<file path="config.mk">
export PLATFORM = sky130hd
export DESIGN_NAME = alu_result_fifo_flat
export DESIGN_NICKNAME = d
export VERILOG_FILES = /design/src/rtl/alu_pkg.sv /design/src/rtl/alu_result_fifo_if.sv /design/src/rtl/alu_result_mem.sv /design/src/rtl/alu_result_fifo.sv /design/src/flat_wrapper.sv
export SDC_FILE = /design/constraint.sdc
export NUM_CORES = 1
export LEC_CHECK = 0
export CORE_UTILIZATION = 40
export DETAILED_ROUTE_END_ITERATION = 8
export GPL_ROUTABILITY_DRIVEN = 0
export PLACE_DENSITY = 0.67
export SETUP_SLACK_MARGIN = 0.4
export SYNTH_ARGS = -nofsm -noshare
export SYNTH_HDL_FRONTEND = slang
export SYNTH_SLANG_ARGS = --single-unit
</file>
<file path="constraint.sdc">
create_clock -name clk -period 1.91 [get_ports clk]
set_clock_uncertainty 0.05 [all_clocks]
set_input_delay 0.191 -clock clk [delete_from_list [all_inputs] [get_ports clk]]
set_output_delay 0.191 -clock clk [all_outputs]
set_load 0.03 [all_outputs]
</file>
<file path="src/rtl/alu_pkg.sv">
// alu_pkg: shared ALU result type and widths for the ALU stage and its result queue
package alu_pkg;
    localparam int ALU_W     = 4;
    localparam int OVF_CNT_W = 8;
    typedef struct packed {
        logic             overflow;
        logic             zero;
        logic             c;
        logic [ALU_W-1:0] s;
    } alu_result_t;
endpackage

</file>
<file path="src/rtl/alu_result_fifo_if.sv">
// alu_result_fifo_if: valid/ready bus carrying one ALU result (sum, carry, zero, overflow)
// master drives valid and the result fields; slave drives ready.
interface alu_result_fifo_if #(
    parameter int WIDTH = 4
);
    logic             valid;
    logic             ready;
    logic [WIDTH-1:0] s;
    logic             c;
    logic             zero;
    logic             overflow;
    modport master(output valid, s, c, zero, overflow, input ready);
    modport slave(input valid, s, c, zero, overflow, output ready);
endinterface

</file>
<file path="src/rtl/alu_result_mem.sv">
// alu_result_mem: DEPTH x alu_result_t register array, synchronous write with reset, asynchronous read
// Ports: clk, rst (sync, active high); we/waddr/wdata write port; raddr/rdata combinational read port.
module alu_result_mem
    import alu_pkg::*;
#(
    parameter int DEPTH = 4
) (
    input  logic                     clk,
    input  logic                     rst,
    input  logic                     we,
    input  logic [$clog2(DEPTH)-1:0] waddr,
    input  alu_result_t              wdata,
    input  logic [$clog2(DEPTH)-1:0] raddr,
    output alu_result_t              rdata
);
    alu_result_t mem [DEPTH];
    always_ff @(posedge clk) begin
        if (rst) begin
            for (int i = 0; i < DEPTH; i++) mem[i] <= '0;
        end else if (we) begin
            mem[waddr] <= wdata;
        end
    end
    assign rdata = mem[raddr];
endmodule

</file>
<file path="src/rtl/alu_result_fifo.sv">
// alu_result_fifo: first-word-fall-through queue of ALU results with sticky overflow flag and saturating overflow count
// Ports: clk, rst (sync, active high); in_if (slave) accepts results; out_if (master) presents the head entry;
//        count = occupancy 0..DEPTH; clr_sticky clears sticky_ovf and ovf_cnt; ovf_cnt saturates at 255.
module alu_result_fifo
    import alu_pkg::*;
#(
    parameter int WIDTH = ALU_W,
    parameter int DEPTH = 4
) (
    input  logic                         clk,
    input  logic                         rst,
    alu_result_fifo_if.slave             in_if,
    alu_result_fifo_if.master            out_if,
    output logic [$clog2(DEPTH+1)-1:0]   count,
    input  logic                         clr_sticky,
    output logic                         sticky_ovf,
    output logic [OVF_CNT_W-1:0]         ovf_cnt
);
    localparam int PW = $clog2(DEPTH);
    localparam int CW = $clog2(DEPTH + 1);
    logic [PW-1:0] wr_ptr, rd_ptr;
    logic          push, pop, ovf_push;
    alu_result_t   head;
    // Handshake flags come from registered count only, so no input-to-ready/valid path exists.
    assign in_if.ready  = count != CW'(DEPTH);
    assign out_if.valid = count != '0;
    assign push         = in_if.valid && in_if.ready;
    assign pop          = out_if.valid && out_if.ready;
    assign ovf_push     = push && in_if.overflow;
    alu_result_mem #(.DEPTH(DEPTH)) u_mem (
        .clk   (clk),
        .rst   (rst),
        .we    (push),
        .waddr (wr_ptr),
        .wdata ({in_if.overflow, in_if.zero, in_if.c, in_if.s}),
        .raddr (rd_ptr),
        .rdata (head)
    );
    assign out_if.s        = head.s;
    assign out_if.c        = head.c;
    assign out_if.zero     = head.zero;
    assign out_if.overflow = head.overflow;
    always_ff @(posedge clk) begin
        if (rst) begin
            wr_ptr     <= '0;
            rd_ptr     <= '0;
            count      <= '0;
            sticky_ovf <= 1'b0;
            ovf_cnt    <= '0;
        end else begin
            // DEPTH is a power of two, so the pointers wrap by plain overflow.
            if (push) wr_ptr <= wr_ptr + PW'(1);
            if (pop) rd_ptr <= rd_ptr + PW'(1);
            if (push != pop) count <= push ? count + CW'(1) : count - CW'(1);
            // A new overflow beats a simultaneous clear.
            sticky_ovf <= ovf_push || (sticky_ovf && !clr_sticky);
            if (clr_sticky) ovf_cnt <= OVF_CNT_W'(ovf_push);
            else if (ovf_push && ovf_cnt != '1) ovf_cnt <= ovf_cnt + OVF_CNT_W'(1);
        end
    end
endmodule
</file>
<file path="src/flat_wrapper.sv">
// flat-port wrapper written by rule: the top's interface ports become plain ports
module alu_result_fifo_flat import alu_pkg::*;
#(
    parameter int WIDTH = ALU_W,
    parameter int DEPTH = 4
)
  (clk, rst, count, clr_sticky, sticky_ovf, ovf_cnt, in_if_valid, in_if_s, in_if_c, in_if_zero, in_if_overflow, in_if_ready, out_if_valid, out_if_s, out_if_c, out_if_zero, out_if_overflow, out_if_ready);
  alu_result_fifo_if #(.WIDTH(WIDTH)) in_if_i ();
  alu_result_fifo_if #(.WIDTH(WIDTH)) out_if_i ();
  input  logic clk;
  input  logic rst;
  output logic [$clog2(DEPTH+1)-1:0] count;
  input  logic clr_sticky;
  output logic sticky_ovf;
  output logic [OVF_CNT_W-1:0] ovf_cnt;
  input wire logic [$bits(in_if_i.valid)-1:0] in_if_valid;
  input wire logic [$bits(in_if_i.s)-1:0] in_if_s;
  input wire logic [$bits(in_if_i.c)-1:0] in_if_c;
  input wire logic [$bits(in_if_i.zero)-1:0] in_if_zero;
  input wire logic [$bits(in_if_i.overflow)-1:0] in_if_overflow;
  output wire logic [$bits(in_if_i.ready)-1:0] in_if_ready;
  output wire logic [$bits(out_if_i.valid)-1:0] out_if_valid;
  output wire logic [$bits(out_if_i.s)-1:0] out_if_s;
  output wire logic [$bits(out_if_i.c)-1:0] out_if_c;
  output wire logic [$bits(out_if_i.zero)-1:0] out_if_zero;
  output wire logic [$bits(out_if_i.overflow)-1:0] out_if_overflow;
  input wire logic [$bits(out_if_i.ready)-1:0] out_if_ready;
  assign in_if_i.valid = in_if_valid;
  assign in_if_i.s = in_if_s;
  assign in_if_i.c = in_if_c;
  assign in_if_i.zero = in_if_zero;
  assign in_if_i.overflow = in_if_overflow;
  assign in_if_ready = in_if_i.ready;
  assign out_if_valid = out_if_i.valid;
  assign out_if_s = out_if_i.s;
  assign out_if_c = out_if_i.c;
  assign out_if_zero = out_if_i.zero;
  assign out_if_overflow = out_if_i.overflow;
  assign out_if_i.ready = out_if_ready;
  alu_result_fifo #(.WIDTH(WIDTH), .DEPTH(DEPTH)) u_core (.clk(clk), .rst(rst), .in_if(in_if_i), .out_if(out_if_i), .count(count), .clr_sticky(clr_sticky), .sticky_ovf(sticky_ovf), .ovf_cnt(ovf_cnt));
endmodule
</file>
==> out/qor.csv <==
metric,value,unit
status,completed,
CTS tree,done,
register area,1222,µm²
Crit Path Class,reg2reg,
Crit Path Max Fanout,6,
RSZ-0062 raised after global routing,true,
final max-slew violation count,0,
num ports,33,
WHS Endpoint,u_core.sticky_ovf,
GRT met2 Usage,0.3472,
Leakage,0.001246,µW
distinct cell type count after synthesis,51,
syn_nets,180,
DRT iter0 DRCs,68,
maximum vdd drop,963.7,µV
TritonCTS buffer count,5,
Reg2Reg Launch Point,u_core.count[2],
CORE AREA,5140,µm²
Least-Margin Pin Slew,0.5520,ns
Fin. Hold Viols,0,
Final #Nets,243,
Die ar.,5693,µm²
Power per Cell Area,1223,nW/µm²
Finish-stage setup viols,0,
FF-to-FF End,u_core.ovf_cnt[5],
register area share after synthesis,0.5565,
Hold Path Depth,2,
drc violations,0,
Die W,75.46,µm
largest net degree at the start of global routing,17,
Post-synth EDFFs,28,
# H-tree levels,2,
total wire length,5075,µm
most frequent cells in the layout,"28 x edfxtp_1, 21 x buf_4, 18 x buf_6",
M3 GR Usage,0.04365,
Synth Instances,166,
Hold Worst Slack,0.4292,ns
vias in the first global route,1616,
"commonest non-fill, non-tap cell in the layout",edfxtp_1,
initial antenna violation count,0,
Worst EP arrival,1.94,ns
fillers,423,
WL per Instance,16.92,µm
multi-input logic area,1050,µm²
max-cap viol count,0,
layout cell share with drive strength beyond 1,0.4087,
synthesis-stage register bit count,46,
R2R setup slack,0.16,ns
Ys Warns,0,
IO Port Bufs,32,
First-pass DRT Iterations,4,
Yosys top cell area share,0.3896,
"Req. time, crit path",2.10,ns
min-delay src,u_core.sticky_ovf,
CTS Sinks,46,
Hold WC Path Type,reg2reg,
leading register cell type out of synthesis,edfxtp_1,
critical path endpoint category,flip-flop,
clk buf depth,2,
Layout Utilization,0.6042,
clock-pin slew on the worst setup and hold paths,0.09,ns
GRT Util Overall,0.1922,
Fmax,571.6,MHz
dominant cells by area after synthesis,"edfxtp_1 39%, dfxtp_1 17%, mux4_2 7.3%, and3_1 4.3%, and2_1 3.8%",
Antenna Violating Nets Remaining,0,
FP Rows,26,
global route overflow,0,
vias per inst,5.227,
worst-skew pair later-pin latency,0.30,ns
DP Wirelength,3218,µm
worst r2r path cells,7,
Starting Density,0.4199,
P&R area growth vs syn,43.88,%
Mapped Area,2158,µm²
Vias,1568,
normalized max-slew margin,0.6312,
met1 Track Usage GR,0.2155,
Syn Area/Cell,13.00,µm²
startpoint types,flip-flop,
first-pass GRT wire length,7734,µm
Tmin final,1.749,ns
"Async S/R FF share, synth",0,
Synth area leader,edfxtp_1,
Tcrit/Tclk final,0.9159,
antenna cells,0,
CTS Root Cell,clkbuf_8,
die height,75.46,µm
busiest grt layer,met2,
## how the worst max path moves through the flow
stage                     slack [ns]                endpoint  cells after the start            start
after CTS                       0.20             out_if_zero                      3        flip-flop
final                           0.16       u_core.ovf_cnt[5]                      7  u_core.count[2]
after floorplan                 0.19  u_core.u_mem.mem[0][0]                      5  u_core.count[2]
after detailed placement       -0.21       u_core.ovf_cnt[5]                      6      in_if_valid
after global routing            0.12       u_core.ovf_cnt[5]                      7  u_core.count[2]
after global placement         -0.07       u_core.ovf_cnt[7]                      6      in_if_valid
## per-stage QoR
step / std cells / TNS (ns) / setup WS [ns] / power (µW) / cell area [µm²]
finish: 300 / 0 / 0.1606 / 3799 / 3105
global route: 300 / 0 / 0.1199 / 3958 / 3105
CTS: 295 / 0 / 0.2029 / 3648 / 2995
detailed placement: 272 / -0.7696 / -0.2114 / 2678 / 2683
global placement: 272 / -0.1341 / -0.06800 / 2650 / 2683
floorplan: 166 / 0 / 0.1929 / 2179 / 2207
## critical path: stages, from the launching register on
cell       delay (ns)
dfxtp_4          0.35
nor3b_4          0.16
inv_4            0.08
buf_6            0.12
buf_6            0.12
o2111ai_4        0.10
or4_4            0.54
a21oi_2          0.16
## cells in the mapped netlist, types with 2 or more instances
cell type / instances
dfxtp_1: 18
nor2_1: 11
nand2_1: 3
and3_1: 15
nand2b_1: 2
xnor2_1: 4
nor2b_1: 3
nand3_1: 3
o31ai_1: 3
nand4_1: 2
mux2i_1: 2
mux4_2: 7
inv_1: 4
clkbuf_1: 5
or4_1: 2
edfxtp_1: 28
a21oi_1: 2
and2_1: 13
xor2_1: 4
or2_2: 2
nor3_1: 3
## per-layer routing
metal / vias up / part of all wire
li1: 741 / -
met4: 0 / 0.027
met3: 12 / 0.040
met2: 45 / 0.53
met5: - / 0
met1: 770 / 0.41
## sequential cells by signal, summed over array words and instances, names as in the netlist, named ones only
| register | flops |
|---|---|
| u_core.ovf_cnt | 8 |
| u_core.u_mem.mem | 28 |
| u_core.rd_ptr | 2 |
| u_core.count | 3 |
| u_core.wr_ptr | 2 |
| u_core.sticky_ovf | 1 |
## power by group
| group | internal [µW] | switching [µW] | leakage, µW |
|---|---|---|---|
| Clock | 390 | 331 | 0.0000514 |
| Combinational | 886 | 841 | 0.000750 |
| Sequential | 1230 | 123 | 0.000444 |
## layout make-up
class,instances,share of cell area
multi-input combinational,107,0.3380
timing repair buffer,64,0.1978
clock buffer,6,0.02337
clock inverter,2,0.01209
inverter,5,0.006849
sequential,46,0.3936
tap,70,0.02820
## what timing repair did
action | in CTS | in global routing
pin swaps | 8 | 9
gates cloned | 1 | 0
setup buffers | 14 | 5
setup endpoints to repair | 77 | 69
resized for setup | 95 | 14
hold buffers | 0 | 0
## cells by family after synthesis
kind of cell	Yosys count	synth area share
and+or+nand+nor	69	0.2017
DFF	46	0.5565
AOI/OAI and AO/OA	17	0.07131
buffers and inverters	13	0.02609
muxes	10	0.08927
xor gates and xnor gates	9	0.04000
adders and majority gates	2	0.01507
Power figures use the tool's default switching activity.
